`src/rtl/lsu_pkg.sv`:
```
// rtl/lsu_pkg.sv - shared size/state encodings and byte-lane order for the load/store unit
package lsu_pkg;

  typedef enum logic [1:0] {
    SZ_BYTE = 2'd0,
    SZ_HALF = 2'd1,
    SZ_WORD = 2'd2,
    SZ_RSVD = 2'd3
  } lsu_size_e;

  typedef enum logic [1:0] {
    IDLE = 2'd0,
    RD   = 2'd1,
    WR   = 2'd2,
    RESP = 2'd3
  } lsu_state_e;

  // Byte offset 0 lives in bits [31:24].
  localparam bit LSU_BIG_ENDIAN = 1'b1;

  function automatic logic access_misaligned(input lsu_size_e size, input logic [1:0] off);
    case (size)
      SZ_BYTE: return 1'b0;
      SZ_HALF: return off[0];
      SZ_WORD: return |off;
      default: return 1'b1;
    endcase
  endfunction

endpackage

```
`src/rtl/lsu_align.sv`:
```
// rtl/lsu_align.sv - byte/halfword lane extract, sign/zero extend and store-lane merge
import lsu_pkg::*;

module lsu_align (
  input  lsu_size_e   size,
  input  logic        is_signed,
  input  logic [1:0]  offset,
  input  logic [31:0] mem_word,
  input  logic [31:0] store_data,
  output logic [31:0] load_data,
  output logic [31:0] merge_data
);

  logic [1:0]  byte_lane;
  logic        half_lane;
  logic [4:0]  shamt;
  logic [31:0] lane_mask;
  logic [7:0]  lane8;
  logic [15:0] lane16;

  always_comb begin
    byte_lane  = LSU_BIG_ENDIAN ? (2'd3 - offset) : offset;
    half_lane  = LSU_BIG_ENDIAN ? ~offset[1] : offset[1];
    shamt      = (size == SZ_HALF) ? {half_lane, 4'b0000} : {byte_lane, 3'b000};
    lane_mask  = ((size == SZ_HALF) ? 32'h0000_FFFF : 32'h0000_00FF) << shamt;
    lane8      = 8'(mem_word >> shamt);
    lane16     = 16'(mem_word >> shamt);
    load_data  = mem_word;
    merge_data = store_data;
    case (size)
      SZ_BYTE: begin
        load_data  = {{24{is_signed & lane8[7]}}, lane8};
        merge_data = (mem_word & ~lane_mask) | ((store_data << shamt) & lane_mask);
      end
      SZ_HALF: begin
        load_data  = {{16{is_signed & lane16[15]}}, lane16};
        merge_data = (mem_word & ~lane_mask) | ((store_data << shamt) & lane_mask);
      end
      default: ;
    endcase
  end

endmodule

```
`src/rtl/load_store_unit.sv`:
```
// rtl/load_store_unit.sv - CPU load/store unit over a word memory; LSU_BOUNDS_CHECK_EN rejects out-of-range addresses
import lsu_pkg::*;

module load_store_unit #(
  parameter int MEM_WORDS = 256,
  parameter int MEM_AW    = 8
) (
  input  logic        clk,
  input  logic        rst,
  input  logic        req_valid,
  output logic        req_ready,
  input  logic        req_we,
  input  logic [1:0]  req_size,
  input  logic        req_signed,
  input  logic [31:0] req_addr,
  input  logic [31:0] req_wdata,
  output logic        resp_valid,
  output logic [31:0] resp_rdata,
  output logic        resp_err,
  output logic        mem_we,
  output logic [31:0] mem_addr,
  output logic [31:0] mem_wdata,
  input  logic [31:0] mem_rdata
);

  lsu_state_e  state_q, state_d;
  lsu_size_e   size_q;
  logic        we_q, signed_q, err_q;
  logic [31:0] addr_q, wdata_q, rword_q;
  logic        req_err, out_of_range;
  logic [31:0] load_data, merge_data;
  lsu_size_e   req_size_e;

  assign req_size_e   = lsu_size_e'(req_size);
  assign out_of_range = (|req_addr[31:MEM_AW+2]) ||
                        ({1'b0, req_addr[MEM_AW+1:2]} >= (MEM_AW+1)'(MEM_WORDS));

`ifdef LSU_BOUNDS_CHECK_EN
  assign req_err = access_misaligned(req_size_e, req_addr[1:0]) | out_of_range;
`else
  // Out-of-range addresses alias onto the decoded word index.
  logic unused_out_of_range;
  assign unused_out_of_range = out_of_range;
  assign req_err = access_misaligned(req_size_e, req_addr[1:0]);
`endif

  always_ff @(posedge clk) begin
    if (rst) begin
      state_q  <= IDLE;
      size_q   <= SZ_BYTE;
      we_q     <= 1'b0;
      signed_q <= 1'b0;
      err_q    <= 1'b0;
      addr_q   <= '0;
      wdata_q  <= '0;
      rword_q  <= '0;
    end else begin
      state_q <= state_d;
      if (state_q == IDLE && req_valid) begin
        size_q   <= req_size_e;
        we_q     <= req_we;
        signed_q <= req_signed;
        err_q    <= req_err;
        addr_q   <= req_addr;
        wdata_q  <= req_wdata;
      end
      if (state_q == RD) rword_q <= mem_rdata;
    end
  end

  always_comb begin
    state_d = state_q;
    case (state_q)
      IDLE: if (req_valid) begin
        if (req_err)                              state_d = RESP;
        else if (req_we && req_size_e == SZ_WORD) state_d = WR;
        else                                      state_d = RD;
      end
      RD:      state_d = we_q ? WR : RESP;
      WR:      state_d = RESP;
      RESP:    state_d = IDLE;
      default: state_d = IDLE;
    endcase
  end

  lsu_align u_align (
    .size       (size_q),
    .is_signed  (signed_q),
    .offset     (addr_q[1:0]),
    .mem_word   (rword_q),
    .store_data (wdata_q),
    .load_data  (load_data),
    .merge_data (merge_data)
  );

  assign req_ready  = (state_q == IDLE);
  assign resp_valid = (state_q == RESP);
  assign resp_err   = resp_valid & err_q;
  assign resp_rdata = (resp_valid && !we_q && !err_q) ? load_data : 32'h0;
  // A reset arriving during WR must kill the write on that same edge.
  assign mem_we     = (state_q == WR) & ~rst;
  assign mem_addr   = (state_q == IDLE) ? 32'h0 : {addr_q[31:2], 2'b00};
  assign mem_wdata  = merge_data;

endmodule

```
`config.mk`:
```
export PLATFORM = sky130hd
export DESIGN_NAME = load_store_unit
export DESIGN_NICKNAME = d
export VERILOG_FILES = /design/src/rtl/lsu_pkg.sv /design/src/rtl/lsu_align.sv /design/src/rtl/load_store_unit.sv
export SDC_FILE = /design/constraint.sdc
export NUM_CORES = 1
export LEC_CHECK = 0
export ABC_CLOCK_PERIOD_IN_PS = 2300
export CAP_MARGIN = 20
export CORE_MARGIN = 2
export CORE_UTILIZATION = 50
export CTS_BUF_LIST = sky130_fd_sc_hd__clkbuf_4
export CTS_CLUSTER_DIAMETER = 120
export CTS_CLUSTER_SIZE = 24
export DETAILED_ROUTE_END_ITERATION = 6
export DONT_BUFFER_PORTS = 1
export GPL_TIMING_DRIVEN = 1
export SKIP_LAST_GASP = 1
export SLEW_MARGIN = 20
export SYNTH_ARGS = -nofsm -noshare
export SYNTH_HDL_FRONTEND = slang
export SYNTH_SLANG_ARGS = --single-unit
```
`constraint.sdc`:
```
create_clock -name clk -period 2.3 [get_ports clk]
set_input_delay 0.46 -clock clk [delete_from_list [all_inputs] [get_ports clk]]
set_output_delay 0.46 -clock clk [all_outputs]
set_load 0.1 [all_outputs]
```
Yosys cells after proc, flatten, opt, wreduce, memory -nomap -nowiden --
Index checks and enable logic that the tools add are counted.
Storage, ports and cells: input port bits 103, logic and storage cells 52, output and inout port bits 100, flip-flop bits (word level) 103
Cells by class: eq/ne operators 7, mux-type cells 12, $add $sub $neg 1, shift-type cells 3, reduce and logical (&&, ||, !) cells 11, bitwise logic cells 10
Operators with widths (count):
- two-way mux 32 bit | 3
- AND 32 bit | 2
- one-hot mux 32 bit (2 select lines) | 1
- left shift 32 x 5 -> 32 bit | 2
- inverter 32 bit | 1
- bitwise OR 32 bit | 1
- right shift 32 x 5 -> 16 bit | 1
- two-way mux 16 bit | 1
- one-hot mux 2 bit (4 select lines) | 1
- equality test 2 x 1 -> 1 bit (second input constant) | 3
- equality test 2 bit (second input constant) | 3
- zero test 2 bit | 3
- two-way mux 2 bit | 3
- two-way mux 5 bit | 1
- AND 1 bit | 4
- logical AND 1 bit | 4
- OR reduction 2 bit | 2
- one-hot mux 1 bit (3 select lines) | 1
- zero test 1 bit | 2
- != test 2 bit (second input constant) | 1
- inverter 1 bit | 2
- subtractor 2 bit (first input constant) | 1
- two-way mux 1 bit | 1

Longest topological paths before layout --
depth after elaboration 7, gate-level depth with buffers 9, depth with buffers taken out 6

Hierarchy --
A second synthesis with hierarchy kept.
Unflattened totals: cells, all modules 714, area, all modules 5637.9 um^2
Modules (own cells, without submodules):
- load_store_unit | cells each 500, sequential area each 2062.0 um^2, instances 1, area an instance 4122.7 um^2
- lsu_align | cells each 214, sequential area each 0.0 um^2, instances 1, area an instance 1515.2 um^2

Worst setup path before layout --
OpenSTA, ideal clock, no wires.
path kind register to output, from register state_q[0], to output resp_rdata[13], data required time 1.840 ns, stages on the path, launching flop included 6, setup slack -2.355 ns, arrival time 4.195 ns, buffers on the path 2, path through dfxtp_1 > ha_1 > or3b_1 > clkbuf_1 > buf_2 > a221oi_1
On the way: cells in the longest elaborated chain, start to end 4
RTL lines:
- start: declaration | line load_store_unit.sv:26 | lsu_state_e state_q, state_d;
- start signal: assignment | line load_store_unit.sv:58 | state_q <= state_d;
- equality test 2 bit | line load_store_unit.sv:97 | assign resp_valid = (state_q == RESP);
- named net resp_valid | line load_store_unit.sv:17 | output logic resp_valid,
- logical AND 1 bit (2 in series) | line load_store_unit.sv:99 | assign resp_rdata = (resp_valid && !we_q && !err_q) ? load_data : 32'h0;
- two-way mux 32 bit | line load_store_unit.sv:99
- end: declaration | line load_store_unit.sv:18 | output logic [31:0] resp_rdata,
The timed path passes the listed nets, and every way through them passes these cells.

Worst setup path in the final report --
from register size_q[1], to output resp_rdata[13]
On the way: cells in the longest elaborated chain, start to end 6, elaborated cells on any way between the ends 7, those cells by class 1 x eq/ne; 1 x shift; 3 x mux; 1 x bitwise; 1 x reduce/logical
RTL lines:
- start: declaration | line load_store_unit.sv:27 | lsu_size_e size_q;
- start signal: assignment | line load_store_unit.sv:60 | size_q <= req_size_e;
- equality test 2 x 1 -> 1 bit | line lsu_align.sv:24, lsu_align.sv:30
- two-way mux 5 bit | line lsu_align.sv:24 | shamt = (size == SZ_HALF) ? {half_lane, 4'b0000} : {byte_lane, 3'b000};
- right shift 32 x 5 -> 16 bit | line lsu_align.sv:26 | lane8 = 8'(mem_word >> shamt);
- AND 1 bit | line lsu_align.sv:32 | load_data = {{24{is_signed & lane8[7]}}, lane8};
- one-hot mux 32 bit (2 select lines) (*) | line lsu_align.sv:30 | case (size)
- two-way mux 32 bit (*) | line load_store_unit.sv:99
Mark *: on every way between the ends. The rest lies on a longest branch, timed or not.

==> run metrics <==
worst-path fanout max 7; Least-Margin Pin Slew 1.26 ns; maximum clock rate ~0.32 GHz; Worst Hold Slack -0.0300 ns; Post-synth EDFFs 0; Die H 110 µm; worst rel slew slack ~16%; Core Util, Final 94.1%; global-route wire length before repair 38200 µm; vias post-DR ~7600; Final Critical Period 3.13 ns; Core ar. approximately 11000 µm²; final setup vio count 95; final hold violations 31; vias in the first global route 6687; Root Driver clkbuf_4; Worst-path clk slew around 0.18 ns; Crit Path Class reg -> out; RSZ-0062 raised after global routing yes; H-Tree Depth 3; Post-Syn Area per Cell about 7.5 µm²; Setup crit start kind flip-flop; yosys warns 0; Residual DRC 2; clock latency on the worst-skew pair 0.57 ns; min-delay worst type in -> reg; Max Cap Viol 0; TritonCTS clock tree yes; HPWL after detailed placement 16100 µm; Initial Utilization 51.5%; Setup crit end kind primary output; drt first pass iters 7; total congestion overflow 0; Netlist cell types 46; PD cells around 1300 nW/µm²; initial antenna violation count 1; Netlist Area Pre-Place approximately 5600 µm²; IO Pins 203; Final Cycle Share 136%; TNS Setup -31.68 ns; static leakage 3.68 nW; Mapped Cells 747; die width roughly 110 µm; Num CTS Buffers 9; vias per cell around 7.2; setup ws final -0.828 ns; GRT Util Overall 42.5%; largest net degree at the start of global routing 97; post-route ant nets 0; failing checks DRC, hold timing, setup timing; WP data required between 1.5 and 2 ns; clk_skew 0.0315 ns; Buffers on Ports 0; sequential area share after synthesis a little over a third; First DRT Iteration DRCs ~1400; Die Area 12100 µm²; WP data arrival 2.67 ns; run status complete, but fails checks; peak supply drop 0.00116 V; Final #Nets just over 1000; Routed Wire Length 33700 µm; top_reg_cell synth dfxtp_1; clk sink count 103; largest buffer count on any clock path 2; Layout area overhead 82.7%; pins over their slew limit 0; share of cells above drive strength 1 45.6%; RePlAce Congestion 0.999; Wirelength per Cell 31.8 µm; async set-or-reset flop fraction in the synthesized netlist 0%; fillers 313; Yosys reg bits 103; row count 38
==> layout make-up <==
cell class / count / area [µm²] / share of cell area (%)
Sequential cell: 103 / 2080 / 20.2
Tap cell: 140 / 175 / 1.70
Timing Repair Buffer: 215 / 3210 / 31.2
Antenna cell: 3 / 7.51 / 0.0729
Clock buffer: 10 / 75.1 / 0.729
Clock inverter: 6 / 56.3 / 0.547
Multi-Input combinational cell: 561 / 4610 / 44.7
Inverter: 20 / 81.3 / 0.790
==> cell families (layout without fill, tap and decap cells) <==
kind of cell	Yosys count	count (layout)	share of synthesized area, %
AND/OR/NAND/NOR	307	307	25.1
AO/OA/AOI/OAI	192	192	20.4
flip-flops	103	103	36.6
buffers and inverters	84	251	6.80
multiplexers	56	56	10.1
adder cells (fa/ha/maj)	4	4	0.888
other	1	5	0.0666
==> power by group <==
group          internal, W  switching, W
Sequential         0.00217      0.000474
Combinational      0.00336       0.00610
Clock             0.000252      0.000745
Total              0.00578       0.00732
==> Yosys cell counts, drive strengths merged, types with 3 or more instances <==
cell type | count | share of area (%)
a221oi | 7 | 1.1
a211oi | 18 | 2.4
inv | 20 | 1.3
ha | 4 | 0.89
nor2 | 55 | 3.7
nor3 | 25 | 3.1
nand3 | 3 | 0.27
clkbuf | 31 | 2.1
nor2b | 34 | 3.8
nand2 | 169 | 11
a22oi | 14 | 1.9
o21ai | 52 | 4.8
o22ai | 9 | 1.0
mux2i | 48 | 8.5
mux2 | 8 | 1.6
nand2b | 10 | 1.2
dfxtp | 103 | 37
and2 | 4 | 0.47
buf | 33 | 3.4
a21oi | 87 | 8.3
==> cell usage in the layout (no fill, tap or decap), drive strengths merged, types with 2 or more instances in the layout <==
cell type / netlist / final
a211oi: 18 / 18
a21oi: 87 / 87
a221oi: 7 / 7
a22oi: 14 / 14
and2: 4 / 4
buf: 33 / 208
clkbuf: 31 / 12
clkinv: 0 / 3
clkinvlp: 0 / 2
conb: 1 / 2
dfxtp: 103 / 103
diode: 0 / 3
dlygate4sd3: 0 / 5
ha: 4 / 4
inv: 20 / 21
mux2: 8 / 8
mux2i: 48 / 48
nand2: 169 / 169
nand2b: 10 / 10
nand3: 3 / 3
nor2: 55 / 55
nor2b: 34 / 34
nor3: 25 / 25
o21ai: 52 / 52
o22ai: 9 / 9
==> per-stage QoR <==
stage / power [W] / worst slack, ns / hold WS (ns) / std cells / area [µm²]
2_1_floorplan: 0.00770 / -0.415 / 0.432 / 748 / 6520
3_3_place_gp: 0.00996 / -0.145 / 0.432 / 984 / 8770
3_5_place_dp: 0.0101 / -0.203 / 0.444 / 984 / 8770
4_1_cts: 0.0118 / -0.511 / 0.00116 / 1039 / 9840
5_1_grt: 0.0132 / -1.05 / -0.0522 / 1058 / 10300
6_report: 0.0131 / -0.828 / -0.0300 / 1058 / 10300
==> critical path, cell delays in order, from the launching register on <==
cell and delay, ns:
dfxtp_4 0.44, and2b_4 0.24, buf_4 0.19, nor3_1 0.45, o21ai_1 0.25, a221oi_4 0.32
buf_12 0.21
==> path summary, 6_finish.rpt <==
| kind | start | end | slack, ns | cells past startpoint |
|---|---|---|---|---|
| setup / recovery | size_q[1]$_SDFFE_PP0P_ | resp_rdata[13] | -0.83 | 6 |
| hold / removal | rst | wdata_q[10]$_SDFFE_PP0P_ | -0.03 | 1 |
| setup reg to reg | state_q[0]$_SDFFE_PP0P_ | wdata_q[7]$_SDFFE_PP0P_ | 0.20 | 8 |
| hold reg to reg | wdata_q[18]$_SDFFE_PP0P_ | wdata_q[18]$_SDFFE_PP0P_ | 0.48 | 2 |
==> state kept, by name, indices dropped and copies added (netlist names) <==
| register | flops |
|---|---|
| rword_q | 32 |
| size_q | 2 |
| we_q | 1 |
| wdata_q | 32 |
| signed_q | 1 |
| state_q | 2 |
| addr_q | 32 |
| err_q | 1 |
==> timing repair <==
item                       CTS  global route
buffers inserted            34            18
pin swaps                   27            44
hold buffers                 3             3
gates resized for setup    128            69
hold endpoints to repair     9            32
setup endpoints to repair   88            96
cloned                       3             2
==> metal layers <==
metal	up-vias	part of all wire [%]	track usage (%)
li1	2857	-	-
met1	3495	31	47.7
met2	882	43	69.0
met3	353	15	15.1
met4	0	11	26.2
met5	-	0	0
(Power assumes the default switching activity.)
